## src/rtl/mdu_iter.sv

```systemverilog
// mdu_iter: iterative MULT/MULTU/DIV/DIVU unit producing a HI/LO pair.
// Shift-add multiply and restoring divide, one bit per cycle, then a sign fix.
// Ports: clk, rst (async, active-high), start, op[1:0], rs, rt (operands);
//        busy, done, hilo_we, hi, lo, unsupp (status and result).
// Build option: MDU_DIV_EN builds the divider; without it DIV/DIVU
//        complete in one cycle with unsupp=1 and no HI/LO write.
module mdu_iter #(
    parameter int WIDTH = 32
) (
    input  logic             clk,
    input  logic             rst,
    input  logic             start,
    input  logic [1:0]       op,
    input  logic [WIDTH-1:0] rs,
    input  logic [WIDTH-1:0] rt,
    output logic             busy,
    output logic             done,
    output logic             hilo_we,
    output logic [WIDTH-1:0] hi,
    output logic [WIDTH-1:0] lo,
    output logic             unsupp
);

    localparam int CW = (WIDTH > 1) ? $clog2(WIDTH) : 1;
    localparam logic [CW-1:0] CNT_LAST = CW'(WIDTH - 1);

    typedef enum logic [1:0] {
        S_IDLE = 2'd0,
        S_RUN  = 2'd1,
        S_FIX  = 2'd2,
        S_DONE = 2'd3
    } state_t;

    state_t r_state;
    state_t w_next;

    logic [CW-1:0]      r_cnt;
    logic [WIDTH-1:0]   r_b;
    logic [2*WIDTH-1:0] r_acc;
    logic               r_neg_q;
    logic [WIDTH-1:0]   r_hi;
    logic [WIDTH-1:0]   r_lo;

    logic               w_rs_neg;
    logic               w_rt_neg;
    logic [WIDTH-1:0]   w_rs_mag;
    logic [WIDTH-1:0]   w_rt_mag;
    logic [WIDTH-1:0]   w_cap_b;
    logic [2*WIDTH-1:0] w_cap_acc;
    logic               w_cap_nq;
    logic [WIDTH:0]     w_mul_sum;
    logic [2*WIDTH-1:0] w_mul_nxt;
    logic [2*WIDTH-1:0] w_acc_run;
    logic [2*WIDTH-1:0] w_fix;
    logic               w_unsupp;

`ifdef MDU_DIV_EN
    logic               r_is_div;
    logic               r_neg_r;
    logic [WIDTH:0]     r_rem;
    logic [WIDTH+1:0]   w_shift;
    logic [WIDTH+1:0]   w_diff;
    logic               w_qbit;
    logic [WIDTH:0]     w_rem_nxt;
    logic               w_cap_nr;
`else
    logic               r_unsupp;
`endif

    // op[0]=0 selects the signed variants
    assign w_rs_neg = ~op[0] & rs[WIDTH-1];
    assign w_rt_neg = ~op[0] & rt[WIDTH-1];
    assign w_rs_mag = w_rs_neg ? -rs : rs;
    assign w_rt_mag = w_rt_neg ? -rt : rt;

    // Multiplier sits in the low half of r_acc and shifts out as the
    // product shifts in from the top.
    assign w_mul_sum = {1'b0, r_acc[2*WIDTH-1:WIDTH]}
                     + (r_acc[0] ? {1'b0, r_b} : '0);
    assign w_mul_nxt = {w_mul_sum, r_acc[WIDTH-1:1]};

`ifdef MDU_DIV_EN
    // Dividend bits leave the top of r_acc's low half while quotient
    // bits enter at the bottom.
    assign w_shift   = {r_rem, r_acc[WIDTH-1]};
    assign w_diff    = w_shift - {2'b00, r_b};
    assign w_qbit    = ~w_diff[WIDTH+1];
    assign w_rem_nxt = w_qbit ? w_diff[WIDTH:0] : w_shift[WIDTH:0];
    assign w_unsupp  = 1'b0;
`else
    assign w_unsupp  = r_unsupp;
`endif

    always_comb begin
        w_cap_b   = w_rs_mag;
        w_cap_acc = {{WIDTH{1'b0}}, w_rt_mag};
        w_cap_nq  = w_rs_neg ^ w_rt_neg;
`ifdef MDU_DIV_EN
        w_cap_nr  = 1'b0;
        if (op[1]) begin
            if (rt == '0) begin
                // zero divisor: raw bits through an unsigned divide
                // give quotient all ones and remainder = rs
                w_cap_b   = '0;
                w_cap_acc = {{WIDTH{1'b0}}, rs};
                w_cap_nq  = 1'b0;
            end else begin
                w_cap_b   = w_rt_mag;
                w_cap_acc = {{WIDTH{1'b0}}, w_rs_mag};
                w_cap_nr  = w_rs_neg;
            end
        end
`endif
    end

    always_comb begin
        w_acc_run = w_mul_nxt;
`ifdef MDU_DIV_EN
        if (r_is_div) begin
            w_acc_run = {{WIDTH{1'b0}}, r_acc[WIDTH-2:0], w_qbit};
        end
`endif
    end

    always_comb begin
        w_fix = r_neg_q ? -r_acc : r_acc;
`ifdef MDU_DIV_EN
        if (r_is_div) begin
            w_fix[WIDTH-1:0] = r_neg_q ? -r_acc[WIDTH-1:0]
                                       : r_acc[WIDTH-1:0];
            w_fix[2*WIDTH-1:WIDTH] = r_neg_r ? -r_rem[WIDTH-1:0]
                                             : r_rem[WIDTH-1:0];
        end
`endif
    end

    always_ff @(posedge clk or posedge rst) begin
        if (rst) begin
            r_state <= S_IDLE;
        end else begin
            r_state <= w_next;
        end
    end

    always_comb begin
        w_next  = r_state;
        busy    = (r_state != S_IDLE);
        done    = 1'b0;
        hilo_we = 1'b0;
        unsupp  = 1'b0;
        unique case (r_state)
            S_IDLE: begin
                if (start) begin
`ifdef MDU_DIV_EN
                    w_next = S_RUN;
`else
                    w_next = op[1] ? S_DONE : S_RUN;
`endif
                end
            end
            S_RUN: begin
                if (r_cnt == '0) begin
                    w_next = S_FIX;
                end
            end
            S_FIX: begin
                w_next = S_DONE;
            end
            S_DONE: begin
                w_next  = S_IDLE;
                done    = 1'b1;
                hilo_we = ~w_unsupp;
                unsupp  = w_unsupp;
            end
            default: begin
                w_next = S_IDLE;
            end
        endcase
    end

    always_ff @(posedge clk or posedge rst) begin
        if (rst) begin
            r_cnt    <= '0;
            r_b      <= '0;
            r_acc    <= '0;
            r_neg_q  <= 1'b0;
            r_hi     <= '0;
            r_lo     <= '0;
`ifdef MDU_DIV_EN
            r_is_div <= 1'b0;
            r_neg_r  <= 1'b0;
            r_rem    <= '0;
`else
            r_unsupp <= 1'b0;
`endif
        end else begin
            case (r_state)
                S_IDLE: begin
                    if (start) begin
                        r_cnt    <= CNT_LAST;
                        r_b      <= w_cap_b;
                        r_acc    <= w_cap_acc;
                        r_neg_q  <= w_cap_nq;
`ifdef MDU_DIV_EN
                        r_is_div <= op[1];
                        r_neg_r  <= w_cap_nr;
                        r_rem    <= '0;
`else
                        r_unsupp <= op[1];
`endif
                    end
                end
                S_RUN: begin
                    r_cnt <= r_cnt - CW'(1);
                    r_acc <= w_acc_run;
`ifdef MDU_DIV_EN
                    if (r_is_div) begin
                        r_rem <= w_rem_nxt;
                    end
`endif
                end
                S_FIX: begin
                    r_hi <= w_fix[2*WIDTH-1:WIDTH];
                    r_lo <= w_fix[WIDTH-1:0];
                end
                default: begin
                end
            endcase
        end
    end

    assign hi = r_hi;
    assign lo = r_lo;

endmodule

```

## config.mk

```make
export PLATFORM = sky130hd
export DESIGN_NAME = mdu_iter
export DESIGN_NICKNAME = d
export VERILOG_FILES = /design/src/rtl/mdu_iter.sv
export SDC_FILE = /design/constraint.sdc
export NUM_CORES = 1
export LEC_CHECK = 0
export CAP_MARGIN = 20
export CORE_UTILIZATION = 57
export DETAILED_ROUTE_END_ITERATION = 7
export HOLD_SLACK_MARGIN = 0.05
export PLACE_DENSITY = 0.89
export SYNTH_ARGS = -nofsm -noshare
export SYNTH_HDL_FRONTEND = slang
export SYNTH_SLANG_ARGS = --single-unit
export TNS_END_PERCENT = 20
```

## constraint.sdc

```tcl
create_clock -name clk -period 6.71 [get_ports clk]
set_input_delay 0.671 -clock clk [delete_from_list [all_inputs] [get_ports clk]]
set_output_delay 0.671 -clock clk [all_outputs]
set_load 0.01 [all_outputs]
```

==> results of run 1 <==
==> layout make-up <==
| cell class | count | area [µm²] |
|---|---|---|
| Fill cell | 1373 | 5360 |
| Sequential cell | 169 | 4230 |
| Clock buffer | 17 | 425 |
| Multi-Input combinational cell | 960 | 6120 |
| Timing Repair Buffer | 145 | 1440 |
| Inverter | 32 | 125 |
| Tap cell | 229 | 287 |
| Clock inverter | 15 | 163 |
==> routing by layer <==
| layer | wire [µm] | part of all wire | vias to the layer above |
|---|---|---|---|
| li1 | - | - | 4591 |
| met1 | 12300 | 0.45 | 4601 |
| met2 | 12300 | 0.45 | 411 |
| met3 | 1790 | 0.066 | 76 |
| met4 | 876 | 0.032 | 0 |
| met5 | 0 | 0 | - |
==> registers in the layout, indices dropped and copies added (netlist names) <==
| register | cells |
|---|---|
| r_acc | 64 |
| hi | 32 |
| lo | 32 |
| r_b | 32 |
| r_cnt | 5 |
| r_state | 2 |
| r_neg_q | 1 |
| r_unsupp | 1 |
==> worst reg2reg max path, cell delays in order, from the launching register on <==
cell and delay, ns:
dfrtp_1 0.97, and2_1 0.27, ha_1 0.18, inv_1 0.06, fa_1 0.40, nor2b_1 0.18, o2111ai_1 0.15, a211oi_1 0.42
o21ai_0 0.24, o31ai_1 0.54, a31oi_1 0.19, xor2_1 0.17, o21ai_0 0.15
==> synthesized netlist by cell type, types with 5 or more instances <==
cell / number / area share
and3_1: 6 / 0.0035
o21bai_1: 5 / 0.0035
dfrtp_1: 169 / 0.40
a22oi_1: 25 / 0.018
or3_1: 11 / 0.0064
nand2b_1: 14 / 0.0082
clkbuf_1: 65 / 0.023
a211oi_1: 5 / 0.0035
inv_1: 32 / 0.011
nand3_1: 14 / 0.0066
nor2b_1: 7 / 0.0041
nand2_1: 115 / 0.040
a21o_1: 12 / 0.0084
o41ai_1: 14 / 0.011
nor4_1: 12 / 0.0070
xor2_1: 105 / 0.086
ha_1: 41 / 0.048
a21oi_1: 114 / 0.053
xnor2_1: 44 / 0.036
o22ai_1: 10 / 0.0059
o21ai_0: 132 / 0.062
o31ai_1: 38 / 0.027
nor3_1: 19 / 0.0089
or4_1: 11 / 0.0077
and2_1: 35 / 0.020
o21a_1: 6 / 0.0042
nor2_1: 101 / 0.035
a31oi_1: 11 / 0.0064
==> stage by stage <==
| stage | total power [mW] | cell area (µm²) | worst slack [ns] |
|---|---|---|---|
| global route | 6.46 | 12800 | 2.46 |
| floorplan | 3.90 | 10700 | 1.46 |
| finish | 6.02 | 12800 | 2.69 |
| global placement | 4.86 | 12200 | 2.88 |
| detailed placement | 4.98 | 12200 | 2.75 |
| CTS | 5.99 | 12800 | 2.73 |
==> worst paths after layout <==
kind / startpoint / end / slack, ns / cells after the start
max in group asynchronous: rst / r_neg_q / 4.83 / 3
worst max register to register: r_acc[0] / r_acc[61] / 2.69 / 12
min in group asynchronous: rst / lo[13] / 0.61 / 2
worst max-delay path: r_acc[0] / r_acc[61] / 2.69 / 12
worst min register to register: r_b[25] / r_b[25] / 0.48 / 2
worst min-delay path: r_b[25] / r_b[25] / 0.48 / 2
==> power by group through the flow <==
stage | Clock, mW | Combinational [mW] | Sequential [mW]
final | 0.993 | 3.03 | 2.00
after global routing | 1.04 | 3.36 | 2.06
after CTS | 0.996 | 2.97 | 2.03
after detailed placement | 0 | 2.94 | 2.04
after global placement | 0 | 2.85 | 2.00
after floorplan | 0 | 1.98 | 1.92
==> logic make-up (layout without fill, tap and decap cells) <==
logic type	after synthesis	in the layout	synth area share
compound gates	397	397	0.225
flops	169	169	0.396
simple gates	368	368	0.169
buf+inv	98	209	0.0344
fa+ha+maj	42	42	0.0499
xor+xnor	149	149	0.122
mux	4	4	0.00398
==> cells in the final DEF (no fill, tap or decap), types with 14 or more instances in the layout <==
cell             instances
ha_1                    40
xor2_1                 105
and2_1                  35
o31ai_1                 38
nand3_1                 14
dfrtp_1                168
clkbuf_16               17
a21oi_1                113
clkdlybuf4s50_1        136
o21ai_0                131
xnor2_1                 44
a22oi_1                 25
nand2_1                114
inv_1                   31
o41ai_1                 14
nor3_1                  19
nor2_1                 101
nand2b_1                14
==> out/metrics.yaml, run 1 <==
clocking:
  htreeDepth: 4
  cts-root-buf: "clkbuf_16"
  postCtsResizedCells: 0
  clock-sinks: 169
  cts_buffers: 17
  cts_hold_buf: 0
  clock_path_buffers: 2
  cts.clk_slew.worst_paths_ns: 0.07
  post-cts-setup-buffers: 0
  worstSkewPairLatency_ns: 0.45
  cts_tree: "built"
critical_path:
  path_common_cell: "o21ai_0"
  path_delay_family: "compound AO/OA/AOI/OAI gates"
  arrival_ns: 4.38
  start_kind: "register"
  crit_chain: "and2_1, ha_1, inv_1, fa_1, nor2b_1, o2111ai_1, a211oi_1, o21ai_0, o31ai_1, a31oi_1, xor2_1, o21ai_0"
  end_kind: "register"
  cp.required_ns: 7.07
  slowest_stage: "dfrtp_1"
  cp_max_fo: 38
  max_stage_delay_ns: 0.97
  crit_type: "reg -> reg"
  critPathBufInv: 1
logic_synthesis:
  syn_area_um2: 10700
  syn_nets: 1338
  ys_types: 61
  synth_cells: 1227
  synthFlopType: "dfrtp_1"
  synth-seq-cells: 169
  synth_warnings: 0
  syn_area_per_cell_um2: 8.71
  yosysSeqAreaShare: 0.396
  synth_edf_count: 0
  synth-async-reset-ratio: 1.00
global_route:
  grt_pass1_wl_mm: 45.3
  grt.met1_usage: 0.413
  grt_use_total: 0.292
  grt_max_degree: 94
  grt_busiest_layer: "met2"
  grtUsageMet3: 0.0445
  use_met2: 0.449
  gr-total-overflow: 0
  antenna_found_initial: 0
  grt_pass1_vias: 9009
placement:
  dp_cells: 1534
  dp_hpwl_mm: 19.6
  port_buffers: 136
  place_congestion: 0.926
power_and_ir_drop:
  power_frac_comb: 0.503
  p_switching_mw: 2.63
  switching_share: 0.436
  p_seq_frac: 0.332
  p_leak_nw: 5.35
  p_clk_frac: 0.165
  peakVddDrop_mv: 0.337
  p_per_area_nw_per_um2: 471
  power.internal_mw: 3.39
job:
  drv_cap: 0
sta:
  finalHoldViolations: 0
  tightestPinTransition_ns: 1.02
  slew_headroom: 0.317
  final_max_slew_viol_count: 0
  tns_ns: 0
  finalCritPeriodShare: 0.599
  hold_ws_ns: 0.476
  setup-violations-final: 0
  post-route-min-period_ns: 4.02
  fmax_mhz: 249
  final.setup_skew_ns: 0.0124
  grt_setup_unrepaired: "no"
die:
  design.portCount: 137
  dieWidth_um: 139
  core_area_um2: 18100
  start_util: 0.589
  dieArea_um2: 19300
  die_y_um: 139
  rows: 49
route:
  drc: 0
  first_pass_iters: 7
  drt-total-wl_mm: 27.3
  drt_iter0_drc: 938
  postRouteAntennaNets: 0
  post_drt_wl_per_cell_um: 17.4
  num_vias: 9679
  vias_per_cell: 6.18
layout:
  antennaDiodeCount: 0
  area_growth_syn_to_layout_pct: 19.7
  final_core_util: 0.705
  nets: 1436
  drive_gt1_frac: 0.0478
  finalNonFillerCells: 1567
min_path:
  hold_path.class: "reg -> reg"
outcome:
  status: "finished, final reports clean"
Power figures use the tool's default switching activity.
==> run 2: changes to the inputs <==
- clock period: 6.71 -> 3.95 ns (I/O delays scaled with it)
==> run 2 against run 1 <==
The run now ends with DRC left. Sequential cell count stayed put. Global-route usage up 0.35 points. Largest cell class unchanged. Combinational power is 72% higher. Non-clock buffer count up 7. Sequential share of layout area down 0.29 points. Clock-buffer cell count increased by 2. Total power grew 72%. Worst setup slack lost 2.2 ns. Register-to-register slack worse by 2.2 ns. Via count rose by 0.81%. First-iteration DRC count unchanged.
==> out/metrics.yaml, run 2 (same netlist as run 1, synthesis figures left out) <==
outcome:
  status: "finished with violations"  # was finished, final reports clean
  violations: "DRC"
layout:
  layout_common_cells: "dfrtp_1, clkdlybuf4s50_1, o21ai_0"  # unchanged
  design_area_um2: 12900  # was 12800 µm²
  mostFrequentLayoutCell: "dfrtp_1"  # unchanged
  area_growth_syn_to_layout_pct: 20.7  # was 19.7%
  antennaDiodeCount: 0  # unchanged
  regMostFlops: "r_acc"  # unchanged
  drive_gt1_frac: 0.0520  # was 0.0478
  largest_reg_flops: 64  # unchanged
  nets: 1443  # was 1436
  fillers: 1363  # was 1373
sta:
  finalHoldViolations: 0  # unchanged
  grt_setup_unrepaired: "no"  # unchanged
  finalCritPeriodShare: 0.877  # was 0.599
  fmax_mhz: 289  # was 249 MHz
  final_max_slew_viol_count: 0  # unchanged
  finalWorstSetupSlack_ns: 0.487  # was 2.69 ns
  tightestPinTransition_ns: 1.12  # was 1.02 ns
  tns_ns: 0  # unchanged
  post-route-min-period_ns: 3.46  # was 4.02 ns
  slew_headroom: 0.252  # was 0.317
  setup-violations-final: 0  # unchanged
  final.setup_skew_ns: 0.0113  # was 0.0124 ns
clocking:
  post-cts-setup-buffers: 0  # unchanged
  postCtsResizedCells: 0  # unchanged
  cts_tree: "built"  # unchanged
  clock-sinks: 169  # unchanged
  worstSkewPairLatency_ns: 0.45  # about the same
  cts_buffers: 17  # unchanged
  cts_hold_buf: 0  # unchanged
  clock_path_buffers: 2  # unchanged
  cts.clk_slew.worst_paths_ns: 0.07  # about the same
  htreeDepth: 4  # unchanged
  cts-root-buf: "clkbuf_16"  # unchanged
die:
  dieArea_um2: 19300  # unchanged
  rows: 49  # unchanged
  die_y_um: 139  # unchanged
  core_area_um2: 18100  # unchanged
  dieWidth_um: 139  # unchanged
  start_util: 0.589  # unchanged
  design.portCount: 137  # unchanged
route:
  vias_per_cell: 6.20  # was 6.18
  postRouteAntennaNets: 0  # unchanged
  drc: 2  # was 0
  drt-total-wl_mm: 28.2  # was 27.3 mm
  drt_iter0_drc: 938  # unchanged
  post_drt_wl_per_cell_um: 17.9  # was 17.4 µm
  first_pass_iters: 8  # was 7
  num_vias: 9757  # was 9679
power_and_ir_drop:
  power_mw: 10.4  # was 6.02 mW
  p_per_area_nw_per_um2: 804  # was 471 nW/µm²
  p_leak_nw: 5.40  # was 5.35 nW
  peakVddDrop_mv: 0.529  # was 0.337 mV
critical_path:
  max_stage_delay_ns: 0.63  # was 0.97 ns
  slowest_stage: "or4_1"  # was dfrtp_1
  reg2reg_depth: 8  # was 12
  cp_max_fo: 8  # was 38
  arrival_ns: 3.77  # was 4.38 ns
  start_kind: "register"  # unchanged
  crit_chain: "or4_1, nor4bb_1, nand2b_1, or2_1, or4_4, o41ai_2, xor2_1, a21oi_1"  # was and2_1, ha_1, inv_1, fa_1, nor2b_1, o2111ai_1, a211oi_1, o21ai_0, o31ai_1, a31oi_1, xor2_1, o21ai_0
  regToRegSetupSlack_ns: 0.49  # was 2.69 ns
  r2r_start: "r_acc[13]"  # was r_acc[0]
  cp.required_ns: 4.26  # was 7.07 ns
  crit_type: "reg -> reg"  # unchanged
  end_kind: "register"  # unchanged
  r2r-end: "hi[20]"  # was r_acc[61]
global_route:
  antenna_found_initial: 0  # unchanged
  grt_pass1_wl_mm: 45.8  # was 45.3 mm
  grt_max_degree: 114  # was 94
  gr-total-overflow: 0  # unchanged
  grt_use_total: 0.296  # was 0.292
  grt_pass1_vias: 9252  # was 9009
placement:
  port_buffers: 136  # unchanged
  dp_hpwl_mm: 20.0  # was 19.6 mm
  dp_slack_ns: 0.218  # was 2.75 ns
  dpl-instance-area_um2: 12300  # was 12200 µm²
  place_congestion: 0.970  # was 0.926
job:
  drv_cap: 0  # unchanged
min_path:
  hold_path.class: "in -> async"  # was reg -> reg
[run 2: stage by stage]
step / hold WS (ns) / instances / util
final: 0.386 / 1574 / 0.711
after global placement: 0.455 / 1540 / 0.675
after floorplan: 0.442 / 1227 / -
after detailed placement: 0.465 / 1540 / 0.675
after global routing: 0.432 / 1574 / 0.711
after CTS: 0.400 / 1572 / 0.709
[run 2: power breakdown]
group | internal (mW) | switching (mW) | total [mW] | leakage [nW]
Sequential | 2.55 | 0.860 | 3.41 | 2.06
Clock | 1.02 | 0.736 | 1.75 | 0.292
Combinational | 2.31 | 2.90 | 5.21 | 3.05
[run 2: worst max-delay path by stage]
stage                     startpoint        end  slack, ns  cells past startpoint
after floorplan             r_acc[0]  r_acc[61]       0.76                     14
after global placement        rs[16]    r_b[29]       0.40                      9
after detailed placement      rs[16]    r_b[29]       0.22                      9
after CTS                  r_acc[13]     hi[20]       0.50                      8
after global routing        r_acc[0]  r_acc[59]       0.24                     11
final                      r_acc[13]     hi[20]       0.49                      8
[run 2: area by class of cell]
cell class	instances	area [µm²]	share of cell area
Multi-Input combinational cell	960	6120	0.474
Inverter	32	124	0.00960
Sequential cell	169	4230	0.328
Clock inverter	13	169	0.0131
Timing Repair Buffer	152	1530	0.119
Tap cell	229	287	0.0222
Clock buffer	19	443	0.0343
[run 2: critical path: cells and delay by family (launching register included)]
family | cells | cell delay, ns
xor+xnor | 1 | 0.18
flops | 1 | 0.46
simple gates | 5 | 2.30
compound gates | 2 | 0.40
[run 2: layer usage]
metal / share of wire / wire length, µm / GRT usage
met5: 0 / 0 / 0
met3: 0.072 / 2020 / 0.0556
met1: 0.43 / 12100 / 0.395
met4: 0.033 / 924 / 0.132
met2: 0.47 / 13200 / 0.471
==> run 3: changes to the inputs <==
- SLEW_MARGIN: unset -> 10
==> run 3 against run 2 <==
The run still ends with DRC left. Clock-buffer cell count unchanged. Non-clock buffer count unchanged. Maximum frequency up 1.1%. Routed wire length down 0.21%. Critical path type unchanged. First-iteration DRC count up 3.8%. Core utilization unchanged. Hold slack better by 0.0062 ns. Clock skew down 0.0014 ns. Global-route usage unchanged. Largest cell class unchanged. Critical path depth unchanged. Die area unchanged.
==> out/metrics.yaml, run 3 (same netlist as run 1, synthesis figures left out) <==
outcome:
  status: "finished with violations"  # unchanged
  violations: "DRC"  # unchanged
die:
  start_util: 0.589  # unchanged
  dieArea_um2: 19300  # unchanged
  dieWidth_um: 139  # unchanged
  die_y_um: 139  # unchanged
  design.portCount: 137  # unchanged
  core_area_um2: 18100  # unchanged
  rows: 49  # unchanged
min_path:
  hold_path.class: "in -> async"  # unchanged
power_and_ir_drop:
  power.internal_mw: 5.88  # about the same
  peakVddDrop_mv: 0.425  # was 0.529 mV
  p_leak_nw: 5.40  # unchanged
  switching_share: 0.433  # was 0.434
  p_seq_frac: 0.329  # about the same
  p_switching_mw: 4.48  # was 4.50 mW
  p_clk_frac: 0.169  # about the same
  p_per_area_nw_per_um2: 803  # was 804 nW/µm²
  power_frac_comb: 0.503  # was 0.502
critical_path:
  critPathBufInv: 0  # unchanged
  slowest_stage: "or4_1"  # unchanged
  cp_max_fo: 8  # unchanged
  end_kind: "register"  # unchanged
  crit_chain: "or4_1, nor4bb_1, nand2b_1, or2_1, or4_4, o41ai_2, xor2_1, a21oi_1"  # unchanged
  arrival_ns: 3.73  # was 3.77 ns
  max_stage_delay_ns: 0.62  # was 0.63 ns
  crit_type: "reg -> reg"  # unchanged
  cp.required_ns: 4.25  # was 4.26 ns
  start_kind: "register"  # unchanged
  reg2reg_depth: 8  # unchanged
  r2r_start: "r_acc[13]"  # unchanged
  r2r-end: "hi[20]"  # unchanged
  regToRegSetupSlack_ns: 0.52  # was 0.49 ns
  path_delay_family: "simple AND/OR/NAND/NOR gates"  # unchanged
layout:
  regMostFlops: "r_acc"  # unchanged
  area_growth_syn_to_layout_pct: 20.7  # unchanged
  antennaDiodeCount: 0  # unchanged
  drive_gt1_frac: 0.0520  # unchanged
  layout_common_cells: "dfrtp_1, clkdlybuf4s50_1, o21ai_0"  # unchanged
  largest_reg_flops: 64  # unchanged
  design_area_um2: 12900  # unchanged
  mostFrequentLayoutCell: "dfrtp_1"  # unchanged
  final_core_util: 0.711  # unchanged
  nets: 1443  # unchanged
  fillers: 1359  # was 1363
route:
  postRouteAntennaNets: 0  # unchanged
  vias_per_cell: 6.20  # about the same
  drc: 2  # unchanged
  wl_met3_mm: 2.11  # was 2.02 mm
  met1_length_mm: 12.0  # was 12.1 mm
  top_layer_used: "met4"  # unchanged
  num_vias: 9752  # was 9757
  drt-total-wl_mm: 28.1  # was 28.2 mm
  drt_iter0_drc: 974  # was 938
  first_pass_iters: 8  # unchanged
  post_drt_wl_per_cell_um: 17.9  # about the same
  wl_met2_mm: 13.1  # was 13.2 mm
clocking:
  cts_hold_buf: 0  # unchanged
  clock-sinks: 169  # unchanged
  cts_buffers: 17  # unchanged
  cts_tree: "built"  # unchanged
  htreeDepth: 4  # unchanged
  worstSkewPairLatency_ns: 0.44  # was 0.45 ns
  cts-root-buf: "clkbuf_16"  # unchanged
  post-cts-setup-buffers: 0  # unchanged
  clock_path_buffers: 2  # unchanged
  postCtsResizedCells: 0  # unchanged
  cts.clk_slew.worst_paths_ns: 0.07  # about the same
global_route:
  grt_pass1_wl_mm: 45.8  # unchanged
  grt_use_total: 0.296  # unchanged
  grt_max_degree: 114  # unchanged
  antenna_found_initial: 0  # unchanged
  grt_pass1_vias: 9252  # unchanged
  gr-total-overflow: 0  # unchanged
sta:
  fmax_mhz: 292  # was 289 MHz
  final_max_slew_viol_count: 0  # unchanged
  finalCritPeriodShare: 0.867  # was 0.877
  tightestPinTransition_ns: 1.13  # was 1.12 ns
  tns_ns: 0  # unchanged
  finalHoldViolations: 0  # unchanged
  final.setup_skew_ns: 0.00997  # was 0.0113 ns
  grt_setup_unrepaired: "no"  # unchanged
  setup-violations-final: 0  # unchanged
  slew_headroom: 0.249  # was 0.252
  post-route-min-period_ns: 3.43  # was 3.46 ns
placement:
  dp_hpwl_mm: 20.0  # unchanged
  dpl-instance-area_um2: 12300  # unchanged
  port_buffers: 136  # unchanged
  place_congestion: 0.970  # unchanged
job:
  drv_cap: 0  # unchanged
run 3: cell counts in the layout (fill, tap and decap cells not counted):
No cell type changed its count.
run 3: metal layers:
layer  up-vias  track usage
met5         -            0
met4         0        0.132
met3        83       0.0556
met2       440        0.471
met1      4638        0.395
li1       4591            -
run 3: layout make-up:
type,instances,area [µm²],share of cell area
tap,229,287,0.0222
inverter,32,124,0.00960
clock inverter,13,169,0.0131
multi-input combinational,960,6120,0.474
sequential,169,4230,0.328
clock buffer,19,443,0.0343
timing repair buffer,152,1530,0.119
run 3: worst max-delay path by stage:
stage	from	endpoint	slack [ns]	cells after the start
final	r_acc[13]	hi[20]	0.52	8
after CTS	r_acc[13]	hi[20]	0.50	8
after floorplan	r_acc[0]	r_acc[61]	0.76	14
after global routing	r_acc[0]	r_acc[59]	0.24	11
after detailed placement	rs[16]	r_b[29]	0.22	9
after global placement	rs[16]	r_b[29]	0.40	9
run 3: power groups by stage:
stage          Combinational, mW  Clock (mW)  Sequential (mW)
3_5_place_dp                5.09           0             3.40
4_1_cts                     5.16        1.76             3.38
3_3_place_gp                4.91           0             3.35
5_1_grt                     5.73        1.84             3.51
6_report                    5.21        1.75             3.41
2_1_floorplan               3.37           0             3.26
run 3: stage by stage:
step | cells | hold slack, ns | setup slack, ns | power, mW
detailed placement | 1540 | 0.465 | 0.218 | 8.49
CTS | 1572 | 0.400 | 0.499 | 10.3
floorplan | 1227 | 0.442 | 0.759 | 6.63
finish | 1574 | 0.392 | 0.523 | 10.4
global route | 1574 | 0.432 | 0.242 | 11.1
global placement | 1540 | 0.455 | 0.401 | 8.26
